### config.mk
export PLATFORM = sky130hd
export DESIGN_NAME = aluv_exec_unit_flat
export DESIGN_NICKNAME = d
export VERILOG_FILES = /design/src/rtl/aluv_pkg.sv /design/src/rtl/aluv_if.sv /design/src/rtl/aluv_lane.sv /design/src/rtl/aluv_exec_unit.sv /design/src/flat_wrapper.sv
export SDC_FILE = /design/constraint.sdc
export NUM_CORES = 1
export LEC_CHECK = 0
export ABC_AREA = 1
export CAP_MARGIN = 30
export CORE_ASPECT_RATIO = 0.8
export CORE_MARGIN = 3
export CORE_UTILIZATION = 50
export CTS_CLUSTER_DIAMETER = 60
export DETAILED_ROUTE_END_ITERATION = 16
export PLACE_DENSITY = 0.74
export SETUP_SLACK_MARGIN = 0.15
export SYNTH_ARGS = -nofsm -noshare
export SYNTH_HDL_FRONTEND = slang
export SYNTH_SLANG_ARGS = --single-unit
### constraint.sdc
create_clock -name clk -period 13.34 [get_ports clk]
set_clock_uncertainty 0.15 [all_clocks]
set_input_delay 2.668 -clock clk [delete_from_list [all_inputs] [get_ports clk]]
set_output_delay 2.668 -clock clk [all_outputs]
set_load 0.1 [all_outputs]
### src/rtl/aluv_pkg.sv
// Shared constants, FSM state type and opcode helper for the vector-ALU execution unit.
package aluv_pkg;

  localparam logic [3:0] ALUV_ADD = 4'b0100;
  localparam logic [3:0] ALUV_SUB = 4'b1101;
  localparam logic [3:0] ALUV_MUL = 4'b0101;

  typedef enum logic [1:0] {
    IDLE,
    EXEC,
    DONE
  } state_t;

  function automatic logic is_supported(input logic [3:0] sel);
    return (sel == ALUV_ADD) || (sel == ALUV_SUB) || (sel == ALUV_MUL);
  endfunction

endpackage

### src/rtl/aluv_if.sv
// Operand/selector request channel and result channel between the issue stage and the ALU.
interface aluv_if #(
  parameter int DATA_WIDTH    = 8,
  parameter int LANES         = 8,
  parameter int SELECTOR_SIZE = 4
);
  logic                                in_valid;
  logic                                in_ready;
  logic [SELECTOR_SIZE-1:0]            selector;
  logic [LANES-1:0][DATA_WIDTH-1:0]    operand1;
  logic [LANES-1:0][DATA_WIDTH-1:0]    operand2;
  logic                                out_valid;
  logic                                out_ready;
  logic [LANES-1:0][DATA_WIDTH-1:0]    out;
  logic                                err;

  modport master (
    output in_valid, selector, operand1, operand2, out_ready,
    input  in_ready, out_valid, out, err
  );

  modport slave (
    input  in_valid, selector, operand1, operand2, out_ready,
    output in_ready, out_valid, out, err
  );
endinterface

### src/rtl/aluv_lane.sv
// Combinational single-lane ADD/SUB/MUL; unsupported selectors yield zero and raise unsup.
module aluv_lane
  import aluv_pkg::*;
#(
  parameter int DATA_WIDTH    = 8,
  parameter int SELECTOR_SIZE = 4
) (
  input  logic [DATA_WIDTH-1:0]    a,
  input  logic [DATA_WIDTH-1:0]    b,
  input  logic [SELECTOR_SIZE-1:0] sel,
  output logic [DATA_WIDTH-1:0]    res,
  output logic                     unsup
);

  always_comb begin
    res   = '0;
    unsup = !is_supported(sel);
    case (sel)
      ALUV_ADD: res = a + b;
      ALUV_SUB: res = a - b;
      ALUV_MUL: res = DATA_WIDTH'(a * b);
      default:  res = '0;
    endcase
  end

endmodule

### src/rtl/aluv_exec_unit.sv
// Sequential vector-ALU: latches one request, computes LANES_PER_CYCLE lanes per cycle,
// and holds the result until the consumer takes it.
//   state | meaning
//   IDLE  | waiting for a request, in_ready=1
//   EXEC  | computing one lane group per cycle
//   DONE  | result held, out_valid=1; may accept the next request on retire
module aluv_exec_unit
  import aluv_pkg::*;
#(
  parameter int DATA_WIDTH      = 8,
  parameter int LANES           = 8,
  parameter int SELECTOR_SIZE   = 4,
  parameter int LANES_PER_CYCLE = 2
) (
  input logic  clk,
  input logic  rst_n,
  aluv_if.slave bus
);

  localparam int NGROUPS = LANES / LANES_PER_CYCLE;
  localparam int CNT_W   = (NGROUPS > 1) ? $clog2(NGROUPS) : 1;

  generate
    if (LANES % LANES_PER_CYCLE != 0) begin : g_bad_lpc
      $error("aluv_exec_unit: LANES must be divisible by LANES_PER_CYCLE");
    end
  endgenerate

  // Same bit layout as the flat lane vector, viewed as lane groups.
  typedef logic [NGROUPS-1:0][LANES_PER_CYCLE-1:0][DATA_WIDTH-1:0] grp_vec_t;

  state_t                                    state, state_nxt;
  logic [CNT_W-1:0]                          cnt;
  logic [SELECTOR_SIZE-1:0]                  sel_q;
  grp_vec_t                                  a_q, b_q, out_q;
  logic                                      out_valid_q, err_q;
  logic                                      accept, last_grp;
  logic [LANES_PER_CYCLE-1:0][DATA_WIDTH-1:0] res;
  logic [LANES_PER_CYCLE-1:0]                unsup;

  assign bus.in_ready  = (state == IDLE) || ((state == DONE) && bus.out_ready);
  assign accept        = bus.in_valid && bus.in_ready;
  assign last_grp      = (cnt == CNT_W'(NGROUPS - 1));
  assign bus.out       = out_q;
  assign bus.out_valid = out_valid_q;
  assign bus.err       = err_q;

  for (genvar g = 0; g < LANES_PER_CYCLE; g++) begin : g_lane
    aluv_lane #(
      .DATA_WIDTH    (DATA_WIDTH),
      .SELECTOR_SIZE (SELECTOR_SIZE)
    ) u_lane (
      .a     (a_q[cnt][g]),
      .b     (b_q[cnt][g]),
      .sel   (sel_q),
      .res   (res[g]),
      .unsup (unsup[g])
    );
  end

  always_ff @(posedge clk) begin
    if (!rst_n) state <= IDLE;
    else        state <= state_nxt;
  end

  always_comb begin
    state_nxt = state;
    case (state)
      IDLE: if (accept) state_nxt = EXEC;
      EXEC: if (last_grp) state_nxt = DONE;
      DONE: if (bus.out_ready) state_nxt = accept ? EXEC : IDLE;
      default: state_nxt = IDLE;
    endcase
  end

  always_ff @(posedge clk) begin
    if (!rst_n) begin
      cnt         <= '0;
      sel_q       <= '0;
      a_q         <= '0;
      b_q         <= '0;
      out_q       <= '0;
      out_valid_q <= 1'b0;
      err_q       <= 1'b0;
    end else if (accept) begin
      sel_q       <= bus.selector;
      a_q         <= bus.operand1;
      b_q         <= bus.operand2;
      out_q       <= '0;
      cnt         <= '0;
      out_valid_q <= 1'b0;
      err_q       <= 1'b0;
    end else if (state == EXEC) begin
      out_q[cnt] <= res;
      if (last_grp) begin
        cnt         <= '0;
        out_valid_q <= 1'b1;
        err_q       <= |unsup;
      end else begin
        cnt <= cnt + 1'b1;
      end
    end else if ((state == DONE) && bus.out_ready) begin
      out_valid_q <= 1'b0;
      err_q       <= 1'b0;
    end
  end

endmodule

### src/flat_wrapper.sv
// flat-port wrapper written by rule: the top's interface ports become plain ports
module aluv_exec_unit_flat import aluv_pkg::*;
#(
  parameter int DATA_WIDTH      = 8,
  parameter int LANES           = 8,
  parameter int SELECTOR_SIZE   = 4,
  parameter int LANES_PER_CYCLE = 2
)
  (clk, rst_n, bus_in_valid, bus_selector, bus_operand1, bus_operand2, bus_out_ready, bus_in_ready, bus_out_valid, bus_out, bus_err);
  aluv_if #(.DATA_WIDTH(DATA_WIDTH), .LANES(LANES), .SELECTOR_SIZE(SELECTOR_SIZE)) bus_i ();
  input logic clk;
  input logic rst_n;
  input wire logic [$bits(bus_i.in_valid)-1:0] bus_in_valid;
  input wire logic [$bits(bus_i.selector)-1:0] bus_selector;
  input wire logic [$bits(bus_i.operand1)-1:0] bus_operand1;
  input wire logic [$bits(bus_i.operand2)-1:0] bus_operand2;
  input wire logic [$bits(bus_i.out_ready)-1:0] bus_out_ready;
  output wire logic [$bits(bus_i.in_ready)-1:0] bus_in_ready;
  output wire logic [$bits(bus_i.out_valid)-1:0] bus_out_valid;
  output wire logic [$bits(bus_i.out)-1:0] bus_out;
  output wire logic [$bits(bus_i.err)-1:0] bus_err;
  assign bus_i.in_valid = bus_in_valid;
  assign bus_i.selector = bus_selector;
  assign bus_i.operand1 = bus_operand1;
  assign bus_i.operand2 = bus_operand2;
  assign bus_i.out_ready = bus_out_ready;
  assign bus_in_ready = bus_i.in_ready;
  assign bus_out_valid = bus_i.out_valid;
  assign bus_out = bus_i.out;
  assign bus_err = bus_i.err;
  aluv_exec_unit #(.DATA_WIDTH(DATA_WIDTH), .LANES(LANES), .SELECTOR_SIZE(SELECTOR_SIZE), .LANES_PER_CYCLE(LANES_PER_CYCLE)) u_core (.clk(clk), .rst_n(rst_n), .bus(bus_i));
endmodule
==> results.cfg <==
[status]
status = complete, no violations

[clock_network]
holdBufCountCts = 0
cts_tree = done
cts_setup_buffers = 0
cts_buffers = 23
clkSlewWorstSetupHoldPaths_ns = 0.06
root_buffer = clkbuf_16
h-tree-depth = 1
cts_sinks = 202
post_cts_resized = 0
insertion_delay_ns = 0.51
clockBufferDepth = 3

[worst_setup_path]
cp_data_arrival_time_ns = 4.71
r2r_start = u_core.cnt[0]$_SDFFE_PP0P_
critical_path_class = input port to output pin
r2r_cells = 32
crit_fanout = 3
required_ns = 10.52
end_kind = output pin
startpoint_type = input port
reg2reg_to = u_core.bus.out[47]$_SDFFE_PP0P_
r2r_slack_ns = 7.13

[logic_synthesis]
synth_ff_type = dfxtp_1
synth_cell_type_count = 37
synthArstFlopShare_pct = 0
synth_top_area_share_pct = 34.9
syn_area_per_cell_um2 = 6.91
yosys-top-cells-area = dfxtp_1 35%, nand2_1 11%, o21ai_0 8.9%
synth_nets = 1892
yosysTopAreaCell = dfxtp_1
yosys_register_bits = 202
synth_warnings = 0
syn_inst = 1676
ys_seq_area_share_pct = 34.9
synth-edff-count = 0
syn_area_um2 = 11600

[placed_design]
gp_congestion = 0.895
dp_hpwl_um = 23800
io_buffers = 202

[die]
start_util_pct = 51.2
io_pins = 203
dieArea_um2 = 25000
chipHeight_um = 142
rows = 49
coreArea_um2 = 22600
die_x_um = 176

[routing]
first_iter_violations = 936
dr.pass1.iters = 5
vias = 11200
detail-route-antenna-nets = 0
routed_wl_um = 33200
via_per_inst = 5.18
drc_errors = 0
wl_per_cell_um = 15.4

[min_path]
min_from = u_core.a_q[7]$_SDFFE_PN0P_
holdCritPathClass = flop to flop
hold_depth = 2
hold_end = u_core.a_q[7]$_SDFFE_PN0P_

[power]
leakage_nw = 6.95
finalPower_mw = 1.73
p_per_area_nw_per_um2 = 119
vdd_drop_max_uv = 75.3

[global_route]
grt_start_max_net_pins = 105
grt_pass1_wl_um = 53300
grt_pass1_vias = 10600
grt_usage_pct = 25.9
overflow = 0
antenna_found_initial = 0

[layout]
multi_input_area_um2 = 6230
nFillCells = 1984
drive_gt1_share_pct = 5.19
nets = 2053
area_growth_pct = 25.6
final_util_pct = 64.3
n_antenna_cell = 0
regArea_um2 = 4050

[timing]
period_needed_ns = 7.53
rsz0062_at_grt = false
setup_violations = 0
relSlewSlack_pct = 30.9
drv_slew = 0
period_share_pct = 56.4
worst_pin_slew_ns = 1.03
finalHoldViolCount = 0
fmax_mhz = 133
tns_ns = 0

[run]
drv_cap = 0
[cell families after synthesis]
family | count (synthesis) | share of synthesized area, %
compound gates | 370 | 18.1
xor+xnor | 19 | 1.44
fa+ha+maj | 80 | 10.3
buf+inv | 328 | 11.4
flops | 202 | 34.9
simple gates | 677 | 23.9
[report_power, final]
part           internal (mW)  switching [mW]  total [mW]  leakage, nW
registers              0.642          0.0165       0.658         1.66
logic                  0.160           0.281       0.441         4.93
clock network          0.374           0.254       0.628        0.366
total                   1.18           0.551        1.73         6.95
[metrics by stage]
step	setup slack [ns]	hold WS [ns]	cell area [um^2]	std cells
2_1_floorplan	6.32	0.274	11600	1676
3_3_place_gp	5.75	0.289	13700	2115
3_5_place_dp	5.78	0.294	13800	2118
4_1_cts	5.78	0.303	14500	2157
5_1_grt	5.72	0.319	14500	2157
6_report	5.81	0.301	14500	2157
[cell usage in the layout (no fill, tap or decap), types with 5 or more instances in the layout]
cell / Yosys / layout
nand2_1: 341 / 340
inv_1: 233 / 233
nor2_1: 211 / 210
o21ai_0: 207 / 207
clkdlybuf4s50_1: 0 / 201
dfxtp_1: 202 / 201
nand3_1: 89 / 89
a21oi_1: 76 / 76
ha_1: 54 / 54
o21bai_1: 53 / 53
fa_1: 26 / 26
clkbuf_16: 0 / 23
nand2_2: 16 / 16
buf_4: 3 / 16
xor2_1: 14 / 14
inv_2: 8 / 8
o21a_1: 8 / 8
o211ai_1: 7 / 7
nand3b_1: 7 / 7
clkbuf_8: 0 / 7
xnor2_1: 5 / 5
[worst max-delay path by stage]
stage | startpoint | endpoint | slack (ns) | cells after the start
floorplan | bus_out_ready | bus_in_ready | 6.32 | 2
CTS | bus_out_ready | bus_in_ready | 5.78 | 4
global placement | bus_out_ready | bus_in_ready | 5.75 | 4
global route | bus_out_ready | bus_in_ready | 5.72 | 4
detailed placement | bus_out_ready | bus_in_ready | 5.78 | 4
finish | bus_out_ready | bus_in_ready | 5.81 | 4
[layout make-up]
class / instances / area share (%)
flip-flops and latches: 202 / 27.8
multi-input cells: 1146 / 42.8
clock buffers: 33 / 4.70
inverters: 244 / 6.30
repair buffers: 220 / 15.2
clock inverters: 6 / 0.490
well taps: 306 / 2.63
[worst max-delay path, cell delays in order]
cell and delay, ns:
clkdlybuf4s50_1 0.47, inv_1 0.07, a21oi_1 0.29, clkdlybuf4s50_1 1.21
[per-layer routing]
layer	wire length [um]	GRT usage, %	vias up
li1	-	-	5625
met1	14800	35.3	5169
met2	15400	43.0	342
met3	2310	4.32	48
met4	774	6.37	0
met5	0	0	-
[synthesized netlist by cell type (12+ instances only)]
cell type / number
ha_1: 54
inv_1: 233
xor2_1: 14
dfxtp_1: 202
nand3_1: 89
nor2_1: 211
nand2_2: 16
clkbuf_1: 58
o21ai_0: 207
o21bai_1: 53
buf_2: 12
a21oi_1: 76
fa_1: 26
nand2_1: 341
[state kept, by name (all words and copies together), names as in the netlist]
name	cells
u_core.a_q	64
u_core.b_q	64
u_core.bus.err	1
u_core.bus.out	64
u_core.bus.out_valid	1
u_core.cnt	2
u_core.sel_q	4
u_core.state	2
(Power assumes the default switching activity.)
